**src/rtl/ecg_rate_ctrl.sv**
```systemverilog
// BPM-to-phase_step converter for ecg_wave: clamps the requested rate, multiplies it by
// STEP_PER_BPM with a serial shift-add, then slews phase_step toward the target on sample ticks.
module ecg_rate_ctrl #(
  parameter int                BPM_W        = 8,
  parameter int                STEP_W       = 32,
  parameter int                STEP_PER_BPM = 1491,
  parameter int                BPM_MIN      = 30,
  parameter int                BPM_MAX      = 220,
  parameter int                RESET_BPM    = 60,
  parameter logic [STEP_W-1:0] SLEW_MAX     = STEP_W'(1491)
) (
  input  logic              clk,
  input  logic              rst_n,
  input  logic [BPM_W-1:0]  bpm_in,
  input  logic              bpm_valid,
  output logic              bpm_ready,
  input  logic              sample_tick,
  output logic [STEP_W-1:0] phase_step,
  output logic              locked,
  output logic              busy
);

  localparam int                CNT_W      = (BPM_W > 1) ? $clog2(BPM_W) : 1;
  localparam logic [STEP_W-1:0] RESET_STEP = STEP_W'(RESET_BPM * STEP_PER_BPM);
  localparam logic [CNT_W-1:0]  LAST_CNT   = CNT_W'(BPM_W - 1);

  typedef enum logic [1:0] {S_IDLE, S_MULT, S_SLEW} state_t;

  state_t             r_state;
  logic [STEP_W-1:0]  r_step;
  logic [STEP_W-1:0]  r_target;
  logic [STEP_W-1:0]  r_acc;
  logic [STEP_W-1:0]  r_addend;
  logic [BPM_W-1:0]   r_mplier;
  logic [CNT_W-1:0]   r_cnt;
  logic               r_locked;
  logic               r_busy;
  logic               r_ready;

  logic               w_xfer;
  logic [BPM_W-1:0]   w_bpm_clamped;
  logic [STEP_W-1:0]  w_acc_next;
  logic [STEP_W:0]    w_diff;
  logic [STEP_W:0]    w_mag;
  logic               w_within;

  assign w_xfer = bpm_valid && r_ready;

  always_comb begin
    w_bpm_clamped = bpm_in;
    if (bpm_in < BPM_W'(BPM_MIN))
      w_bpm_clamped = BPM_W'(BPM_MIN);
    else if (bpm_in > BPM_W'(BPM_MAX))
      w_bpm_clamped = BPM_W'(BPM_MAX);
  end

  // Multiplier is consumed LSB-first while the addend shifts left in step.
  assign w_acc_next = r_acc + (r_mplier[0] ? r_addend : '0);

  // One extra bit keeps the difference signed without risk of wrap.
  assign w_diff   = {1'b0, r_target} - {1'b0, r_step};
  assign w_mag    = w_diff[STEP_W] ? (~w_diff + 1'b1) : w_diff;
  assign w_within = (w_mag <= {1'b0, SLEW_MAX});

  always_ff @(posedge clk or negedge rst_n) begin
    if (!rst_n) begin
      r_state  <= S_IDLE;
      r_step   <= RESET_STEP;
      r_target <= RESET_STEP;
      r_acc    <= '0;
      r_addend <= '0;
      r_mplier <= '0;
      r_cnt    <= '0;
      r_locked <= 1'b1;
      r_busy   <= 1'b0;
      r_ready  <= 1'b1;
    end else if (w_xfer) begin
      // Accepted in IDLE or SLEW; an in-flight slew is abandoned and phase_step holds.
      r_state  <= S_MULT;
      r_mplier <= w_bpm_clamped;
      r_addend <= STEP_W'(STEP_PER_BPM);
      r_acc    <= '0;
      r_cnt    <= '0;
      r_locked <= 1'b0;
      r_busy   <= 1'b1;
      r_ready  <= 1'b0;
    end else begin
      case (r_state)
        S_MULT: begin
          r_acc    <= w_acc_next;
          r_mplier <= r_mplier >> 1;
          r_addend <= r_addend << 1;
          r_cnt    <= r_cnt + 1'b1;
          if (r_cnt == LAST_CNT) begin
            r_target <= w_acc_next;
            r_state  <= S_SLEW;
            r_ready  <= 1'b1;
          end
        end
        S_SLEW: begin
          if (r_step == r_target) begin
            r_state  <= S_IDLE;
            r_locked <= 1'b1;
            r_busy   <= 1'b0;
          end else if (sample_tick) begin
            if (w_within)
              r_step <= r_target;
            else if (w_diff[STEP_W])
              r_step <= r_step - SLEW_MAX;
            else
              r_step <= r_step + SLEW_MAX;
          end
        end
        default: begin
          r_state <= S_IDLE;
        end
      endcase
    end
  end

  assign bpm_ready  = r_ready;
  assign phase_step = r_step;
  assign locked     = r_locked;
  assign busy       = r_busy;

endmodule

```
**config.mk**
```make
export PLATFORM = sky130hd
export DESIGN_NAME = ecg_rate_ctrl
export DESIGN_NICKNAME = d
export VERILOG_FILES = /design/src/rtl/ecg_rate_ctrl.sv
export SDC_FILE = /design/constraint.sdc
export NUM_CORES = 1
export LEC_CHECK = 0
export ABC_AREA = 1
export CAP_MARGIN = 5
export CORE_MARGIN = 2
export CORE_UTILIZATION = 58
export DETAILED_ROUTE_END_ITERATION = 12
export PLACE_DENSITY = 0.76
export REMOVE_ABC_BUFFERS = 1
export SKIP_LAST_GASP = 1
export SYNTH_ARGS = -nofsm -noshare
export SYNTH_HDL_FRONTEND = slang
export SYNTH_SLANG_ARGS = --single-unit
```
**constraint.sdc**
```tcl
create_clock -name clk -period 7 [get_ports clk]
set_clock_uncertainty 0.1 [all_clocks]
set_input_delay 1.4 -clock clk [delete_from_list [all_inputs] [get_ports clk]]
set_output_delay 1.4 -clock clk [all_outputs]
set_load 0.02 [all_outputs]
```
Word-level counts from Yosys, hierarchy flattened

Cells that the tools add are included.
W data, S select, Z words.

Word-level logic and storage cells: 65
Register bits: 144
Output and inout port bits: 35
Bits of input ports: 12

Muxes and demuxes: 27
Reduce and logical (&&, ||, !) cells: 10
Magnitude comparators: 3
Equal/unequal tests: 6
Bitwise gates (word level): 3
Add/subtract/negate cells: 6

Operators with widths:

| operator                 | count |
|---|---|
| $mux W32                 | 7 |
| $add A33 B1 Y33 const B  | 1 |
| $le A33 B11 Y1 const B   | 1 |
| $mux W33                 | 1 |
| $not A33 Y33             | 1 |
| $sub A32 B32 Y33         | 1 |
| $add A32 B11 Y32 const B | 1 |
| $add A32 B32 Y32         | 1 |
| $eq A32 B32 Y1           | 1 |
| $mux W8                  | 4 |
| $sub A32 B11 Y32 const B | 1 |
| $mux W1                  | 9 |
| $gt A8 B8 Y1 const B     | 1 |
| $lt A8 B5 Y1 const B     | 1 |
| $reduce_bool A2 Y1       | 4 |
| $mux W2                  | 3 |
| $mux W3                  | 2 |
| $ne A3 B3 Y1 const B     | 2 |
| $reduce_and A2 Y1        | 3 |
| $pmux W2 S2              | 1 |
| $reduce_and A4 Y1        | 1 |
| $add A3 B1 Y3 const B    | 1 |
| $eq A3 B3 Y1 const B     | 1 |
| $reduce_and A3 Y1        | 1 |
| 4 further kinds          | 5 |

Depth between registers and ports, before layout

Gate-level depths: netlist (run 1).

Depth in word-level cells: 6
Mapped depth: 33
Mapped depth without buffers: 31

Worst setup path before layout (run 1)

No wires, ideal clock.

Kind: register to register
From: reg r_step[0], in the netlist phase_step[0]
To: reg r_step[19], in the netlist phase_step[19]
Setup time: 0.117 ns
Period minus slack after synthesis: 4.925 ns
Setup slack: 2.075 ns
Arrival: 4.708 ns
Buffers on the path: 2
Cell stages (with the launch flop): 29
Required time: 6.783 ns
Cell sequence: dfrtp_1 -> ha_1 -> fa_1 -> inv_1 -> nand2_2 -> nand2_1 -> nand3_1 -> nand2_1 -> nand2_1 -> nand2_1 -> nand2_2 -> nand2_4 -> inv_2 -> buf_4 -> buf_2 -> ha_1 -> a21oi_1 -> nand2_1 -> a21boi_0 -> o21ai_0 -> a21oi_1 -> o21ai_0 -> a21boi_0 -> o21ai_0 -> a21oi_1 -> xor2_1 -> nand2_1 -> nand3_1 -> nand2_1

Longest elaborated chain between the ends: 6
Elaborated cells on any way between the ends: 12
Classes of those cells: add/sub (4); order compare (1); eq/ne (1); mux (3); bitwise (2); reduce/logical (1)

RTL lines:

| item                     | RTL line | text |
|---|---|---|
| start: declaration       | 30       | `logic [STEP_W-1:0] r_step;` |
| start signal: assignment | 107      | `r_step <= r_target;` |
| start signal: assignment | 109      | `r_step <= r_step - SLEW_MAX;` |
| start signal: assignment | 111      | `r_step <= r_step + SLEW_MAX;` |
| $sub A32 B32 Y33         | 61       | `assign w_diff = {1'b0, r_target} - {1'b0, r_step};` |
| $not A33 Y33             | 62       | `assign w_mag = w_diff[STEP_W] ? (~w_diff + 1'b1) : w_diff;` |
| $add A33 B1 Y33          | 62       |  |
| $mux W33                 | 62       |  |
| $le A33 B11 Y1           | 63       | `assign w_within = (w_mag <= {1'b0, SLEW_MAX});` |
| $mux W32                 | 106      | `if (w_within)` |

Several ways; a longest one is shown, not always the timed one.
A chain may end at the register's enable or synchronous reset.

Worst setup path in the final report (run 1)

From: reg r_step[2], in the netlist phase_step[2]
To: reg r_step[19], in the netlist phase_step[19]

The elaborated chain is that of the path after synthesis.

==> results of run 1 <==
## worst paths after layout
| check | from | to | slack, ps | depth (start not counted) |
|---|---|---|---|---|
| min reg2reg | r_acc[14] | r_acc[14] | 390 | 2 |
| min in group asynchronous | rst_n | r_mplier[2] | 960 | 1 |
| max in group asynchronous | rst_n | r_addend[6] | 4640 | 2 |
| max | phase_step[2] | phase_step[19] | 1060 | 25 |
| max reg2reg | phase_step[2] | phase_step[19] | 1060 | 25 |
| min | r_acc[14] | r_acc[14] | 390 | 2 |
## metal layers
layer	vias to the layer above	wire length [µm]	track usage (%)	share of wire, %
met5	-	0	0	0
li1	6701	-	-	-
met1	5862	16300	41.1	45
met3	61	1470	2.52	4.1
met4	0	1030	11.0	2.9
met2	315	17000	52.3	48
## metrics by stage
step | instance area [µm²] | utilization (%) | hold slack [ps] | setup WS [ps]
global route | 14400 | 64.0 | 400 | 559
global placement | 13800 | 61.4 | 370 | 1280
floorplan | 12900 | - | 349 | 1010
finish | 14400 | 64.0 | 386 | 1060
detailed placement | 13800 | 61.4 | 377 | 1150
CTS | 14400 | 64.0 | 389 | 1110
## sequential cells by signal (all words and copies together) (netlist names)
register	cells
bpm_ready	1
busy	1
r_acc	32
r_target	32
locked	1
r_addend	32
r_mplier	8
phase_step	32
r_state	2
r_cnt	3
## kinds of logic (layout without fill, tap and decap cells)
| logic type | count (synthesis) | count (layout) | synth area share (%) |
|---|---|---|---|
| AND/OR/NAND/NOR | 1086 | 1086 | 34.3 |
| buffers and inverters | 414 | 454 | 12.5 |
| AO/OA/AOI/OAI | 288 | 288 | 12.8 |
| flip-flops | 144 | 144 | 27.5 |
| adder cells (fa/ha/maj) | 99 | 99 | 9.56 |
| XOR/XNOR | 50 | 50 | 3.32 |
| multiplexers | 1 | 1 | 0.0853 |
## cells in the mapped netlist (9+ instances only)
cell type,n
nand2_1,703
inv_1,357
nand3_1,173
nor2_1,134
dfrtp_1,122
a21oi_1,108
ha_1,96
o21ai_0,70
o22ai_1,47
xor2_1,27
xnor2_1,23
clkbuf_1,22
dfstp_2,22
nand4_1,19
nor3_1,13
nand2_2,11
nand3b_1,11
o21a_1,9
## final cells by class
cell class                 count  area [µm²]
fill                        2147        8100
multi-input combinational   1524        7930
sequential                   144        3630
inverter                     369        1390
timing repair buffer          53         514
clock buffer                  20         447
tap                          285         357
clock inverter                12         135
## worst max-delay path, stage by stage (launching register included)
cell,delay (ps)
dfstp_2,560
inv_1,50
ha_1,430
nand2_2,160
nand2_1,90
nand3_1,100
nand2_1,80
nand2_1,90
nand2_1,100
nand2_2,140
nand2_4,180
inv_2,870
ha_1,440
a21oi_1,150
nand2_1,90
a21boi_0,260
o21ai_0,230
a21oi_1,300
o21ai_0,190
a21boi_0,390
o21ai_0,200
a21oi_1,210
xor2_1,170
nand2_1,70
nand3_1,90
nand2_1,70
==> results.toml, run 1 <==
[synthesis]
synth_edf_count = 0
ys_ff_latch = 144
yosys.area.top_type = "dfrtp_1"
synthesis.area_mm2 = 0.0132
ys_seq_area_share_pct = 27.5
synthDominantCellAreaShare_pct = 23.1
synthTopCellsByArea = "dfrtp_1 (23%), nand2_1 (20%), inv_1 (10%)"
synthCells = 2082
synth_flop_cell = "dfrtp_1"
ys.warnings.count = 0
syn_avg_cell_area_um2 = 6.34
synth_cell_types = 57
async_reset_ff_share_pct = 100

[global_routing]
grtUsageTotal_pct = 30.7
antenna_found_initial = 0
grt_remaining_overflow = 0
grt_pass1_wl_um = 59200
grt_pass1_vias = 12100
grt_max_degree = 98

[routing]
viasPerCell = 5.38
wl_um = 35800
drtAntennaViolNets = 0
vias = 12900
drt-initial-drc-count = 927
wl_per_cell_um = 14.9
drc_errors = 0
dr.pass1.iters = 6

[sta]
max_slew.worst_pin.slew_ps = 1170
min_period_ps = 5940
timing.fmax_ghz = 0.168
min_period_over_period_pct = 84.9
setup_viol = 0
timing_hold_violations_final = 0
tns_ps = 0
rsz0062_at_grt = "no"
finalMaxSlewViolations = 0
relSlewSlack_pct = 21.7

[floorplan]
core_area_mm2 = 0.0225
fp-row-count = 55
pin_count = 47
dieArea_mm2 = 0.0240
initial_core_util_pct = 58.6
die_h_um = 155
die_w_um = 155

[cts]
h-tree-depth = 4
cts_num_sinks = 144
cts.clk_slew.worst_paths_ps = 70
clockBufferDepth = 2
insertion_delay_ps = 430
tritoncts = "done"
hold_buffers = 0
clock-root-buffer = "clkbuf_16"
numCtsBuffers = 17
cts_resized = 0
post_cts.repair.setup_buffers = 0

[placement]
hpwl_um = 28000
place.gp.congestion = 0.935
post-place-cells = 2375
portBuffers = 46

[worst_hold_path]
hp-class = "register to register"

[setup_path]
critical_path_class = "register to register"
worstSetupStartpointType = "register"
cp_max_fo = 63
cp.arrival_ps = 6160
cp.required_ps = 7220
worstSetupEndpointType = "register"

[finish]
drive_gt1_share_pct = 5.00
final_cell_mix = "nand2_1 (703), inv_1 (357), nand3_1 (173), nor2_1 (131), dfrtp_1 (122)"
fin_nets = 2220
layout_commonest_cell = "nand2_1"
final_cells = 2407
antennaDiodeCount = 0
area_delta_synth_final_pct = 9.12

[flow_run]
cap_violations = 0

[outcome]
status = "finished clean"
Power of run 1 is not shown: default switching activity piles up to over one toggle a cycle in this logic, so the estimate is an artifact.
==> run 2, diff against run 1 <==
--- a/config.mk
+++ b/config.mk
@@ -8,9 +8,9 @@
 export ABC_AREA = 1
 export CAP_MARGIN = 5
 export CORE_MARGIN = 2
-export CORE_UTILIZATION = 58
+export CORE_UTILIZATION = 57
 export DETAILED_ROUTE_END_ITERATION = 12
-export PLACE_DENSITY = 0.76
+export PLACE_DENSITY = 0.78
 export REMOVE_ABC_BUFFERS = 1
 export SKIP_LAST_GASP = 1
 export SYNTH_ARGS = -nofsm -noshare
==> constraint.sdc (replaced) <==
create_clock -name clk -period 5.15 [get_ports clk]
set_clock_uncertainty 0.1 [all_clocks]
set_input_delay 1.03 -clock clk [delete_from_list [all_inputs] [get_ports clk]]
set_output_delay 1.03 -clock clk [all_outputs]
set_load 0.02 [all_outputs]
==> results.toml, run 2 (same netlist as run 1, synthesis figures left out) <==
[outcome]
status = "finished clean"

[cts]
cts_num_sinks = 144
insertion_delay_ps = 430
h-tree-depth = 4
hold_buffers = 0
cts.clk_slew.worst_paths_ps = 70
clock-root-buffer = "clkbuf_16"
clockBufferDepth = 2
tritoncts = "done"
numCtsBuffers = 17

[routing]
wl_um = 37400
drc_errors = 0
drtAntennaViolNets = 0
vias = 13100
viasPerCell = 5.42
drt-initial-drc-count = 914
wl_per_cell_um = 15.5
dr.pass1.iters = 5

[global_routing]
grt_remaining_overflow = 0
use_met2_pct = 54.6
grt_use_met3_pct = 3.36
grtUsageTotal_pct = 31.5
top_usage_layer = "met2"
met1_usage_pct = 41.8
grt_pass1_vias = 12400
grt_max_degree = 64
antenna_found_initial = 0
grt_pass1_wl_um = 61000

[finish]
layout_commonest_cell = "nand2_1"
antennaDiodeCount = 0
area_delta_synth_final_pct = 10.3
fin_nets = 2232
drive_gt1_share_pct = 6.00
final_cell_mix = "nand2_1 (703), inv_1 (357), nand3_1 (173), nor2_1 (131), dfrtp_1 (122)"
stdcell_area_mm2 = 0.0146
nFillCells = 2143

[setup_path]
cp_max_fo = 10
cp.required_ps = 5370
cp.arrival_ps = 5000
critical_path_class = "register to register"
worstSetupStartpointType = "register"
worstSetupEndpointType = "register"

[placement]
hpwl_um = 29300
pre_cts_ws_ps = 160
place.gp.congestion = 0.948
portBuffers = 46
placed_area_mm2 = 0.0139

[sta]
min_period_over_period_pct = 92.7
finalMaxSlewViolations = 0
timing_hold_violations_final = 0
setup_slack_ps = 377
setup_viol = 0
timing.fmax_ghz = 0.210
min_period_ps = 4770
timing.hold.ws_ps = 386
relSlewSlack_pct = 46.4
max_slew.worst_pin.slew_ps = 803

[floorplan]
die_h_um = 156
die_w_um = 156
core_area_mm2 = 0.0227
fp-row-count = 55
pin_count = 47
initial_core_util_pct = 58.1
dieArea_mm2 = 0.0244

[worst_hold_path]
hp-class = "register to register"

[flow_run]
cap_violations = 0
## run 2: changes by cell type in the layout (fill, tap and decap cells not counted), moves of 2 or more
cell	change
a21boi_0	-2
ha_1	-2
clkinv_4	+2
o21ai_0	-2
clkinv_2	-2
a21oi_2	+2
a21oi_1	-2
clkbuf_1	-2
nor4_1	-2
ha_2	+2
nor4_2	+2
a21boi_1	+2
buf_4	+11
## run 2: repair_timing
item,4_1_cts,5_1_grt
buffers inserted,0,0
setup endpoints to repair,0,27
resized for setup,0,13
## run 2: metrics by stage
stage	setup TNS [ps]	util [%]	std cells
2_1_floorplan	-6870	-	2037
3_3_place_gp	0	61.3	2387
3_5_place_dp	0	61.3	2387
4_1_cts	0	63.9	2419
5_1_grt	-74.4	64.1	2419
6_report	0	64.1	2419
## run 2: path summary, 6_finish.rpt
kind,start,end,slack (ps),cells past startpoint
worst max register to register,phase_step[0],phase_step[29],380,27
worst min-delay path,r_mplier[6],r_mplier[6],390,2
worst min register to register,r_mplier[6],r_mplier[6],390,2
worst max-delay path,phase_step[0],phase_step[29],380,27
min in group asynchronous,rst_n,r_mplier[2],490,1
max in group asynchronous,rst_n,r_target[11],3470,2
## run 2: final cells by class
| cell class | count | area, µm² | share of cell area, % |
|---|---|---|---|
| clock inverter | 13 | 154 | 1.06 |
| clock buffer | 19 | 453 | 3.11 |
| multi-input combinational | 1524 | 7970 | 54.7 |
| inverter | 369 | 1390 | 9.52 |
| tap | 285 | 357 | 2.45 |
| timing repair buffer | 65 | 608 | 4.18 |
| sequential | 144 | 3630 | 25.0 |
## run 2: per-layer routing
| layer | share of wire (%) | up-vias | wire length (µm) |
|---|---|---|---|
| met1 | 46 | 6019 | 17200 |
| met2 | 48 | 317 | 17800 |
| met5 | 0 | - | 0 |
| met3 | 4.0 | 53 | 1510 |
| met4 | 2.2 | 0 | 836 |
| li1 | - | 6715 | - |
## run 2: critical path, cell delays in order (launching register included)
cell and delay, ps:
dfrtp_1 460, ha_1 260, fa_1 400, inv_1 120, nand2_2 90, nand2_1 120, nand3_1 100, nand2_1 110
nand2_1 80, nand2_1 120, nand2_2 120, nand2_4 170, inv_2 70, ha_1 330, a21oi_1 160, nand2_1 100
a21boi_1 210, o21ai_1 170, a21oi_1 200, buf_4 150, inv_1 40, nand2_1 80, o2111ai_1 220, a211oi_1 310
xor2_1 180, nand2_1 70, nand3_1 80, nand2_1 50
Power of run 2 is left out for the same reason.
==> run 3, diff against run 2 <==
--- a/config.mk
+++ b/config.mk
@@ -10,6 +10,7 @@
 export CORE_MARGIN = 2
 export CORE_UTILIZATION = 57
 export DETAILED_ROUTE_END_ITERATION = 12
+export GPL_ROUTABILITY_DRIVEN = 0
 export PLACE_DENSITY = 0.78
 export REMOVE_ABC_BUFFERS = 1
 export SKIP_LAST_GASP = 1
==> results.toml, run 3 (same netlist as run 1, synthesis figures left out) <==
[sta]
relSlewSlack_pct = 50.3
min_period_ps = 4800
timing.fmax_ghz = 0.208
timing_hold_violations_final = 0
setup_viol = 0
timing.hold.ws_ps = 386
max_slew.worst_pin.slew_ps = 740
rsz0062_at_grt = "no"
finalMaxSlewViolations = 0
min_period_over_period_pct = 93.3

[routing]
dr.pass1.iters = 5
wl_per_cell_um = 14.7
drt-initial-drc-count = 825
drc_errors = 0
wl_um = 35600
vias = 13200
drtAntennaViolNets = 0
viasPerCell = 5.48

[setup_path]
cp.required_ps = 5380
cp_max_fo = 23
slowest_delay_ps = 460
crit_family = "simple AND/OR/NAND/NOR gates"
reg2reg_slack_ps = 350
path_buf_inv = 4
worstSetupEndpointType = "register"
crit_path_top_delay_cell = "dfrtp_1"
crit_top_cell = "nand2_1"
critical_path_class = "register to register"
cp.arrival_ps = 5040
worstSetupStartpointType = "register"

[cts]
clock-root-buffer = "clkbuf_16"
h-tree-depth = 4
insertion_delay_ps = 440
cts_num_sinks = 144
hold_buffers = 0
clockBufferDepth = 2
cts.clk_slew.worst_paths_ps = 70
numCtsBuffers = 17
tritoncts = "done"

[global_routing]
antenna_found_initial = 0
grt_pass1_vias = 12700
grt_max_degree = 55
grt_remaining_overflow = 0
grtUsageTotal_pct = 29.9
grt_pass1_wl_um = 59000

[floorplan]
core_area_mm2 = 0.0227
pin_count = 47
die_w_um = 156
die_h_um = 156
dieArea_mm2 = 0.0244
fp-row-count = 55
initial_core_util_pct = 58.1

[worst_hold_path]
hp-class = "register to register"

[finish]
final_cell_mix = "nand2_1 (703), inv_1 (357), nand3_1 (173), nor2_1 (131), dfrtp_1 (122)"
fin_nets = 2228
antennaDiodeCount = 0
layout_commonest_cell = "nand2_1"
drive_gt1_share_pct = 5.77
area_delta_synth_final_pct = 10.1
fin_util_pct = 64.0

[outcome]
status = "finished clean"

[flow_run]
cap_violations = 0

[placement]
portBuffers = 46
hpwl_um = 27300
==> run 3: cell types whose count changed in the layout (fill, tap and decap cells not counted), sizes merged <==
cell / delta
buf: -4
clkinvlp: -2
inv: +5
bufinv: +1
clkbuf: -1
clkinv: -3
==> run 3: timing repair <==
action	CTS	global route
setup buffers	0	0
gates resized for setup	0	13
endpoints found under the setup margin	0	10
==> run 3: metal layers <==
layer	track usage [%]	share of wire [%]	vias to the layer above
met5	0	0	-
met4	12.8	3.6	0
met3	3.92	5.8	90
met2	50.7	47	448
met1	38.5	44	5972
li1	-	-	6722
==> run 3: worst min-delay path, stage by stage, from the launching register on <==
cell and delay (ps):
dfstp_2 380, nand2_1 60, nand2_1 50
==> run 3: stage by stage <==
stage / setup WS (ps) / area [µm²] / TNS, ps / instances
floorplan: -472 / 12900 / -6870 / 2037
global placement: 288 / 13900 / 0 / 2383
detailed placement: 122 / 13900 / 0 / 2383
CTS: 80.7 / 14500 / 0 / 2415
global route: 13.8 / 14500 / 0 / 2415
finish: 347 / 14500 / 0 / 2415
==> run 3: final timing paths <==
path	start	to	cells past startpoint
min in group asynchronous	rst_n	r_mplier[2]	1
min reg2reg	phase_step[16]	phase_step[16]	2
max reg2reg	phase_step[0]	phase_step[28]	28
min	phase_step[16]	phase_step[16]	2
max	phase_step[0]	phase_step[28]	28
max in group asynchronous	rst_n	phase_step[24]	2
==> run 3: area by class of cell <==
type	count	area, µm²
multi-input combinational	1524	7970
sequential	144	3630
inverter	369	1390
clock buffer	18	429
clock inverter	14	191
fill	2034	8170
tap	285	357
timing repair buffer	61	578
Power of run 3 is left out for the same reason.
